--- src/rtl/time_digit_loader_if.sv ---
// Host-side bus of the time digit loader.
//   din, din_valid : serial time word, MSB first, one bit per valid edge
//   tick           : single-cycle request to advance the committed time
//   time_out       : committed time (packed BCD digits, digit 0 in the LSBs)
//   update_toggle  : inverts whenever time_out changes (CDC handshake)
//   frame_done/err/drop : one-cycle event pulses
//   err_count      : saturating count of rejected plus dropped frames
// Modports: master drives the serial input side, slave is the loader.
interface time_digit_loader_if #(
  parameter int unsigned FRAME_W = 24
);
  logic               din;
  logic               din_valid;
  logic               tick;
  logic [FRAME_W-1:0] time_out;
  logic               update_toggle;
  logic               frame_done;
  logic               frame_err;
  logic               frame_drop;
  logic [7:0]         err_count;

  modport master (
    output din, din_valid, tick,
    input  time_out, update_toggle, frame_done, frame_err, frame_drop, err_count
  );

  modport slave (
    input  din, din_valid, tick,
    output time_out, update_toggle, frame_done, frame_err, frame_drop, err_count
  );
endinterface

--- src/rtl/time_digit_loader.sv ---
// Serial loader for the wall-clock time digits (wclk domain).
// Shifts in NUM_DIGITS BCD digits MSB first, range-checks each digit and commits only
// complete legal frames to time_out. A partial frame left idle for TIMEOUT cycles is
// discarded. Optional feature macro TIME_DIGIT_LOADER_TICK_EN: bus.tick advances the
// committed time by one count with per-digit rollover (and 23 -> 00 hour wrap).
// Ports:
//   wclk  : clock
//   reset : synchronous, active-high
//   bus   : time_digit_loader_if slave (din/din_valid/tick in; time and events out)
// All outputs are registered.
module time_digit_loader #(
  parameter int unsigned NUM_DIGITS = 6,
  parameter int unsigned DIGIT_W = 4,
  parameter logic [NUM_DIGITS*DIGIT_W-1:0] DIGIT_MAX = {4'd2, 4'd9, 4'd5, 4'd9, 4'd5, 4'd9},
  parameter int unsigned TIMEOUT = 1000,
  parameter bit HOUR_WRAP_EN_P = 1'b1
) (
  input logic                wclk,
  input logic                reset,
  time_digit_loader_if.slave bus
);

  localparam int unsigned FRAME_BITS = NUM_DIGITS * DIGIT_W;
  localparam int unsigned CntW = $clog2(FRAME_BITS + 1);
  localparam int unsigned IdleW = $clog2(TIMEOUT + 1);
  localparam logic [CntW-1:0] LastBit = CntW'(FRAME_BITS - 1);
  localparam logic [CntW-1:0] CntOne = CntW'(1);
  localparam logic [IdleW-1:0] IdleLast = IdleW'(TIMEOUT - 1);
  localparam logic [IdleW-1:0] IdleOne = IdleW'(1);
  localparam bit PairWrap = HOUR_WRAP_EN_P && (NUM_DIGITS >= 2);
  localparam int unsigned TopLo = (NUM_DIGITS - 1) * DIGIT_W;
  localparam int unsigned NextLo = (NUM_DIGITS >= 2) ? (NUM_DIGITS - 2) * DIGIT_W : 0;

  typedef enum logic [0:0] {StIdle, StRecv} state_e;

  state_e                  state_q, state_d;
  // Only FRAME_BITS-1 bits are stored: the last bit is taken straight from din.
  logic [FRAME_BITS-2:0]   shift_q, shift_d;
  logic [CntW-1:0]         bit_cnt_q, bit_cnt_d;
  logic [IdleW-1:0]        idle_cnt_q, idle_cnt_d;
  logic [FRAME_BITS-1:0]   time_q, time_d;
  logic                    toggle_q, toggle_d;
  logic                    done_q, done_d;
  logic                    err_q, err_d;
  logic                    drop_q, drop_d;
  logic [7:0]              err_count_q, err_count_d;

  logic [FRAME_BITS-1:0]   full_word;
  logic                    word_ok;
  logic                    commit;

  // Value of the top digit pair read as a two-digit decimal number (hours).
  function automatic logic [31:0] pair_value(input logic [FRAME_BITS-1:0] w);
    return 32'(w[TopLo +: DIGIT_W]) * 32'd10 + 32'(w[NextLo +: DIGIT_W]);
  endfunction

  assign full_word = {shift_q, bus.din};

  always_comb begin
    word_ok = 1'b1;
    for (int i = 0; i < int'(NUM_DIGITS); i++) begin
      if (full_word[i*DIGIT_W +: DIGIT_W] > DIGIT_MAX[i*DIGIT_W +: DIGIT_W]) begin
        word_ok = 1'b0;
      end
    end
    if (PairWrap && (pair_value(full_word) > 32'd23)) begin
      word_ok = 1'b0;
    end
  end

`ifdef TIME_DIGIT_LOADER_TICK_EN
  logic [FRAME_BITS-1:0] tick_word;
  logic                  carry;
  localparam logic [DIGIT_W-1:0] DigitOne = DIGIT_W'(1);

  // Ripple increment: a digit at its maximum rolls to 0 and carries upward;
  // the top digit simply wraps.
  always_comb begin
    tick_word = time_q;
    carry     = 1'b1;
    for (int i = 0; i < int'(NUM_DIGITS); i++) begin
      if (carry) begin
        if (tick_word[i*DIGIT_W +: DIGIT_W] >= DIGIT_MAX[i*DIGIT_W +: DIGIT_W]) begin
          tick_word[i*DIGIT_W +: DIGIT_W] = '0;
        end else begin
          tick_word[i*DIGIT_W +: DIGIT_W] = tick_word[i*DIGIT_W +: DIGIT_W] + DigitOne;
          carry = 1'b0;
        end
      end
    end
    if (PairWrap && (pair_value(tick_word) == 32'd24)) begin
      tick_word[TopLo +: DIGIT_W]  = '0;
      tick_word[NextLo +: DIGIT_W] = '0;
    end
  end
`else
  logic unused_tick;
  assign unused_tick = bus.tick;
`endif

  always_comb begin
    state_d     = state_q;
    shift_d     = shift_q;
    bit_cnt_d   = bit_cnt_q;
    idle_cnt_d  = idle_cnt_q;
    time_d      = time_q;
    toggle_d    = toggle_q;
    done_d      = 1'b0;
    err_d       = 1'b0;
    drop_d      = 1'b0;
    err_count_d = err_count_q;
    commit      = 1'b0;

    if (bus.din_valid) begin
      shift_d    = full_word[FRAME_BITS-2:0];
      idle_cnt_d = '0;
      if (bit_cnt_q == LastBit) begin
        bit_cnt_d = '0;
        state_d   = StIdle;
        if (word_ok) begin
          time_d   = full_word;
          toggle_d = ~toggle_q;
          done_d   = 1'b1;
          commit   = 1'b1;
        end else begin
          err_d = 1'b1;
        end
      end else begin
        bit_cnt_d = bit_cnt_q + CntOne;
        state_d   = StRecv;
      end
    end else if (state_q == StRecv) begin
      if (idle_cnt_q == IdleLast) begin
        bit_cnt_d  = '0;
        idle_cnt_d = '0;
        state_d    = StIdle;
        drop_d     = 1'b1;
      end else begin
        idle_cnt_d = idle_cnt_q + IdleOne;
      end
    end

`ifdef TIME_DIGIT_LOADER_TICK_EN
    // A commit on the same edge wins; a rejected frame leaves time_q to the tick.
    if (bus.tick && !commit) begin
      time_d = tick_word;
      if (tick_word != time_q) begin
        toggle_d = ~toggle_q;
      end
    end
`endif

    // err_d and drop_d are mutually exclusive, so one increment covers both.
    if ((err_d || drop_d) && (err_count_q != 8'hFF)) begin
      err_count_d = err_count_q + 8'd1;
    end
  end

  always_ff @(posedge wclk) begin
    if (reset) begin
      state_q     <= StIdle;
      shift_q     <= '0;
      bit_cnt_q   <= '0;
      idle_cnt_q  <= '0;
      time_q      <= '0;
      toggle_q    <= 1'b0;
      done_q      <= 1'b0;
      err_q       <= 1'b0;
      drop_q      <= 1'b0;
      err_count_q <= '0;
    end else begin
      state_q     <= state_d;
      shift_q     <= shift_d;
      bit_cnt_q   <= bit_cnt_d;
      idle_cnt_q  <= idle_cnt_d;
      time_q      <= time_d;
      toggle_q    <= toggle_d;
      done_q      <= done_d;
      err_q       <= err_d;
      drop_q      <= drop_d;
      err_count_q <= err_count_d;
    end
  end

  assign bus.time_out      = time_q;
  assign bus.update_toggle = toggle_q;
  assign bus.frame_done    = done_q;
  assign bus.frame_err     = err_q;
  assign bus.frame_drop    = drop_q;
  assign bus.err_count     = err_count_q;

endmodule

--- src/flat_wrapper.sv ---
// flat-port wrapper written by rule: the top's interface ports become plain ports
module time_digit_loader_flat 
#(
  parameter int unsigned NUM_DIGITS = 6,
  parameter int unsigned DIGIT_W = 4,
  parameter logic [NUM_DIGITS*DIGIT_W-1:0] DIGIT_MAX = {4'd2, 4'd9, 4'd5, 4'd9, 4'd5, 4'd9},
  parameter int unsigned TIMEOUT = 1000,
  parameter bit HOUR_WRAP_EN_P = 1'b1
)
  (wclk, reset, bus_din, bus_din_valid, bus_tick, bus_time_out, bus_update_toggle, bus_frame_done, bus_frame_err, bus_frame_drop, bus_err_count);
  time_digit_loader_if #(.FRAME_W(24)) bus_i ();
  input logic wclk;
  input logic reset;
  input wire logic [$bits(bus_i.din)-1:0] bus_din;
  input wire logic [$bits(bus_i.din_valid)-1:0] bus_din_valid;
  input wire logic [$bits(bus_i.tick)-1:0] bus_tick;
  output wire logic [$bits(bus_i.time_out)-1:0] bus_time_out;
  output wire logic [$bits(bus_i.update_toggle)-1:0] bus_update_toggle;
  output wire logic [$bits(bus_i.frame_done)-1:0] bus_frame_done;
  output wire logic [$bits(bus_i.frame_err)-1:0] bus_frame_err;
  output wire logic [$bits(bus_i.frame_drop)-1:0] bus_frame_drop;
  output wire logic [$bits(bus_i.err_count)-1:0] bus_err_count;
  assign bus_i.din = bus_din;
  assign bus_i.din_valid = bus_din_valid;
  assign bus_i.tick = bus_tick;
  assign bus_time_out = bus_i.time_out;
  assign bus_update_toggle = bus_i.update_toggle;
  assign bus_frame_done = bus_i.frame_done;
  assign bus_frame_err = bus_i.frame_err;
  assign bus_frame_drop = bus_i.frame_drop;
  assign bus_err_count = bus_i.err_count;
  time_digit_loader #(.NUM_DIGITS(NUM_DIGITS), .DIGIT_W(DIGIT_W), .DIGIT_MAX(DIGIT_MAX), .TIMEOUT(TIMEOUT), .HOUR_WRAP_EN_P(HOUR_WRAP_EN_P)) u_core (.wclk(wclk), .reset(reset), .bus(bus_i));
endmodule
--- config.mk ---
export PLATFORM = sky130hd
export DESIGN_NAME = time_digit_loader_flat
export DESIGN_NICKNAME = d
export VERILOG_FILES = /design/src/rtl/time_digit_loader_if.sv /design/src/rtl/time_digit_loader.sv /design/src/flat_wrapper.sv
export SDC_FILE = /design/constraint.sdc
export NUM_CORES = 1
export LEC_CHECK = 0
export CORE_ASPECT_RATIO = 1.75
export CORE_MARGIN = 8
export CORE_UTILIZATION = 55
export CTS_BUF_LIST = sky130_fd_sc_hd__clkbuf_2
export CTS_CLUSTER_DIAMETER = 100
export DETAILED_ROUTE_END_ITERATION = 8
export DONT_BUFFER_PORTS = 1
export HOLD_SLACK_MARGIN = 0.06
export PLACE_DENSITY = 0.7
export SLEW_MARGIN = 20
export SYNTH_ARGS = -nofsm -noshare
export SYNTH_HDL_FRONTEND = slang
export SYNTH_SLANG_ARGS = --single-unit
--- constraint.sdc ---
create_clock -name wclk -period 3.4 [get_ports wclk]
set_input_delay 0.68 -clock wclk [delete_from_list [all_inputs] [get_ports wclk]]
set_output_delay 0.68 -clock wclk [all_outputs]
set_load 0.05 [all_outputs]
==> summary.md <==
| Metric | Value |
|---|---|
| Final Cell Area | roughly 3400 µm² |
| Crit path largest cell delay | 0.56 ns |
| Fillers | 494 |
| Initial Util | 57.0% |
| Most frequent cell after synthesis | dfxtp_1 |
| Postcts setup bufs | 0 |
| Die height | 116 µm |
| Register area | between 1500 and 2000 µm² |
| Final net count | 342 |
| Buffers on Ports | 0 |
| Worst-path fanout max | 8 |
| Netlist Area Pre-Place | between 3000 and 4000 µm² |
| H-tree depth | 3 |
| Net Count, Synth | 342 |
| Core region area | 5540 µm² |
| Final antenna-violating net count | 0 |
| Share of layout cells above drive strength 1 | under 10% |
| Clk_skew | around 0.014 ns |
| Remaining DRCs | 0 |
| CTS tree | yes |
| Number of diodes | 0 |
| Buf/Inv on CP | 0 |
| Status | completed |
| Post-DP Area | roughly 3200 µm² |
| Period utilisation layout | 91.0% |
| Post-Syn Instances | about 330 |
| # resized after CTS | 0 |
| Fin. max-slew vios | 0 |
| Tot Pwr | 1.52 mW |
| Max-Cap Viols | 0 |
| Leakage | 1.48 nW |
| Worst setup SP type | flip-flop |
| Routed Wire Length | 5.83 mm |
| Worst setup EP type | flip-flop |
| CTS Root Cell | clkbuf_2 |
| Detailed placer's ending HPWL | 3.95 mm |
| Critical path arrival | between 3 and 4 ns |
| # IOs | 41 |
| Routed len/inst | around 14 µm |
| Required time of the critical path | 3.86 ns |
| CTS Sinks | 75 |
| Cell family with most CP delay | adder cells |
| Sequential element share of the synthesized area | 47.5% |
| FF+latch count, synth | 75 |
| Largest net degree at the start of global routing | 66 |
| Congestion Overflow GR | 0 |
| Die Wd | 73.3 µm |
| Crit Path Class | reg -> reg |
| HP Class | in -> reg |
| Area of the multi-input gates | 1570 µm² |
| Global-route wire length before repair | 9.89 mm |
| Final setup viols | 0 |
| Cell variety after synth | 45 |
| Crit path max-delay cell type | fa_1 |
| Final Hold Viols | 0 |
| Number of synthesized flops with an enable pin | 0 |
| Final GP Congestion | 0.771 |
| Std-Cell Rows | 36 |
| Full die area | roughly 8500 µm² |
| Total CTS buffers | 9 |
| Most frequent CP cell | ha_1 |
| CTS clk-pin slew, worst paths | between 0.15 and 0.2 ns |
| Syn-to-layout area delta | 7.25% |
| Antenna violations before repair | 0 |
| Final std cells w/o fill | 406 |
| Area contributors post-synth | dfxtp_1 48%, mux2i_1 14%, nor2_1 8.0% |
| Unrepaired setup endpoints after global routing | false |
| Dpl cells | 391 |
| Gr usage total | 14.8% |
| Setup TNS | 0 ns |
| Yosys top cell by area | dfxtp_1 |
| Initial drt markers | roughly 120 |
| Minimum clock period after layout | 3.09 ns |
| Most used DFF post-synth | dfxtp_1 |
| Top cells by count, synth | 75 x dfxtp_1, 67 x nor2_1, 44 x mux2i_1 |
| Worst skew pair latency | 0.51 ns |
| Via count | ~2.2k |
| Routed vias/inst | 5.42 |
| Area share of the largest cell type after synthesis | 47.5% |
| Crit path cell chain | ha_1 > ha_1 > fa_1 > nor4bb_1 > mux2_2 > a211o_1 > nor3_1 > nor2_2 > or4_1 > a21oi_1 |
| Worst-Margin Slew | 0.605 ns |
| Peak VDD IR | 0.418 mV |
| Yosys warnings | 0 |
| Vias in the first global route | 2190 |
| PwrDens | 448 nW/µm² |
| Max clock buf depth | 2 |
| Relative max-transition margin | between 50% and 60% |
| Peak Freq | 0.323 GHz |
| TritonRoute pass-1 iters | 4 |
| Asr flop ratio synth | 0% |
| Syn_area_per_cell | 9.69 µm² |
| Post-CTS Hold Buffers | 0 |
## area by class of cell
| class | count | share of cell area [%] |
|---|---|---|
| tap | 76 | 2.81 |
| clock inverter | 6 | 3.10 |
| timing repair buffer | 5 | 1.48 |
| inverter | 5 | 0.554 |
| multi-input combinational | 230 | 46.4 |
| clock buffer | 9 | 1.33 |
| sequential | 75 | 44.3 |
## routing by layer
| metal | up-vias | global-route usage, % | wire length (µm) |
|---|---|---|---|
| li1 | 1123 | - | - |
| met1 | 1029 | 15.4 | 2480 |
| met2 | 35 | 25.1 | 2860 |
| met3 | 13 | 3.53 | 299 |
| met4 | 0 | 11.0 | 194 |
| met5 | - | 0 | 0 |
## stage by stage
step	hold WS, ns	utilization [%]	worst slack (ns)
global placement	0.498	58.4	0.430
floorplan	0.482	-	0.455
global route	0.158	61.1	0.0813
CTS	0.164	61.1	0.294
detailed placement	0.510	58.4	0.335
finish	0.218	61.1	0.305
## state kept, by name (all words and copies together), names as in the netlist
name,flops
u_core.bus.time_out,24
u_core.bus.frame_drop,1
u_core.bus.err_count,8
u_core.shift_q,23
u_core.bit_cnt_q,5
u_core.bus.frame_err,1
u_core.idle_cnt_q,10
u_core.bus.frame_done,1
u_core.state_q,1
u_core.bus.update_toggle,1
## cell families after synthesis
logic type      after synthesis  synth area share (%)
compound gates               30                  6.30
xor+xnor                     14                  3.88
fa+ha+maj                    11                  4.83
buf+inv                      21                  2.69
flops                        75                  47.5
mux                          47                  15.0
simple gates                128                  19.7
## cell usage in the layout (no fill, tap or decap), types with 2 or more instances in the layout
master	n
xnor2_1	5
a21oi_1	9
inv_1	5
and2_1	4
fa_1	2
clkbuf_2	9
a211oi_1	2
clkinv_2	3
mux2i_1	44
dfxtp_1	75
nand2_1	18
bufinv_16	3
nand3_1	6
nand4_1	4
buf_4	4
nor2b_1	2
and4b_1	2
nor2_1	67
mux2_2	3
o31ai_1	2
xor2_1	9
ha_1	9
or3_1	3
a22oi_1	2
or2_2	2
o21ai_0	7
nor3_1	8
nand2b_1	2
## worst paths after layout
path,startpoint,to,slack [ns],cells past startpoint
max reg2reg,u_core.shift_q[22]$_SDFFE_PP0P_,u_core.bus.err_count[7]$_SDFFE_PP0P_,0.31,10
min reg2reg,u_core.bit_cnt_q[0]$_SDFFE_PP0P_,u_core.bit_cnt_q[0]$_SDFFE_PP0P_,0.53,2
min,reset,u_core.bus.time_out[10]$_SDFFE_PP0P_,0.22,1
max,u_core.shift_q[22]$_SDFFE_PP0P_,u_core.bus.err_count[7]$_SDFFE_PP0P_,0.31,10
## where the power goes
| group | switching (mW) | internal (mW) | total (mW) |
|---|---|---|---|
| registers | 0.00693 | 0.886 | 0.893 |
| clock network | 0.294 | 0.310 | 0.603 |
| logic | 0.00739 | 0.0134 | 0.0208 |
Power figures use the tool's default switching activity.
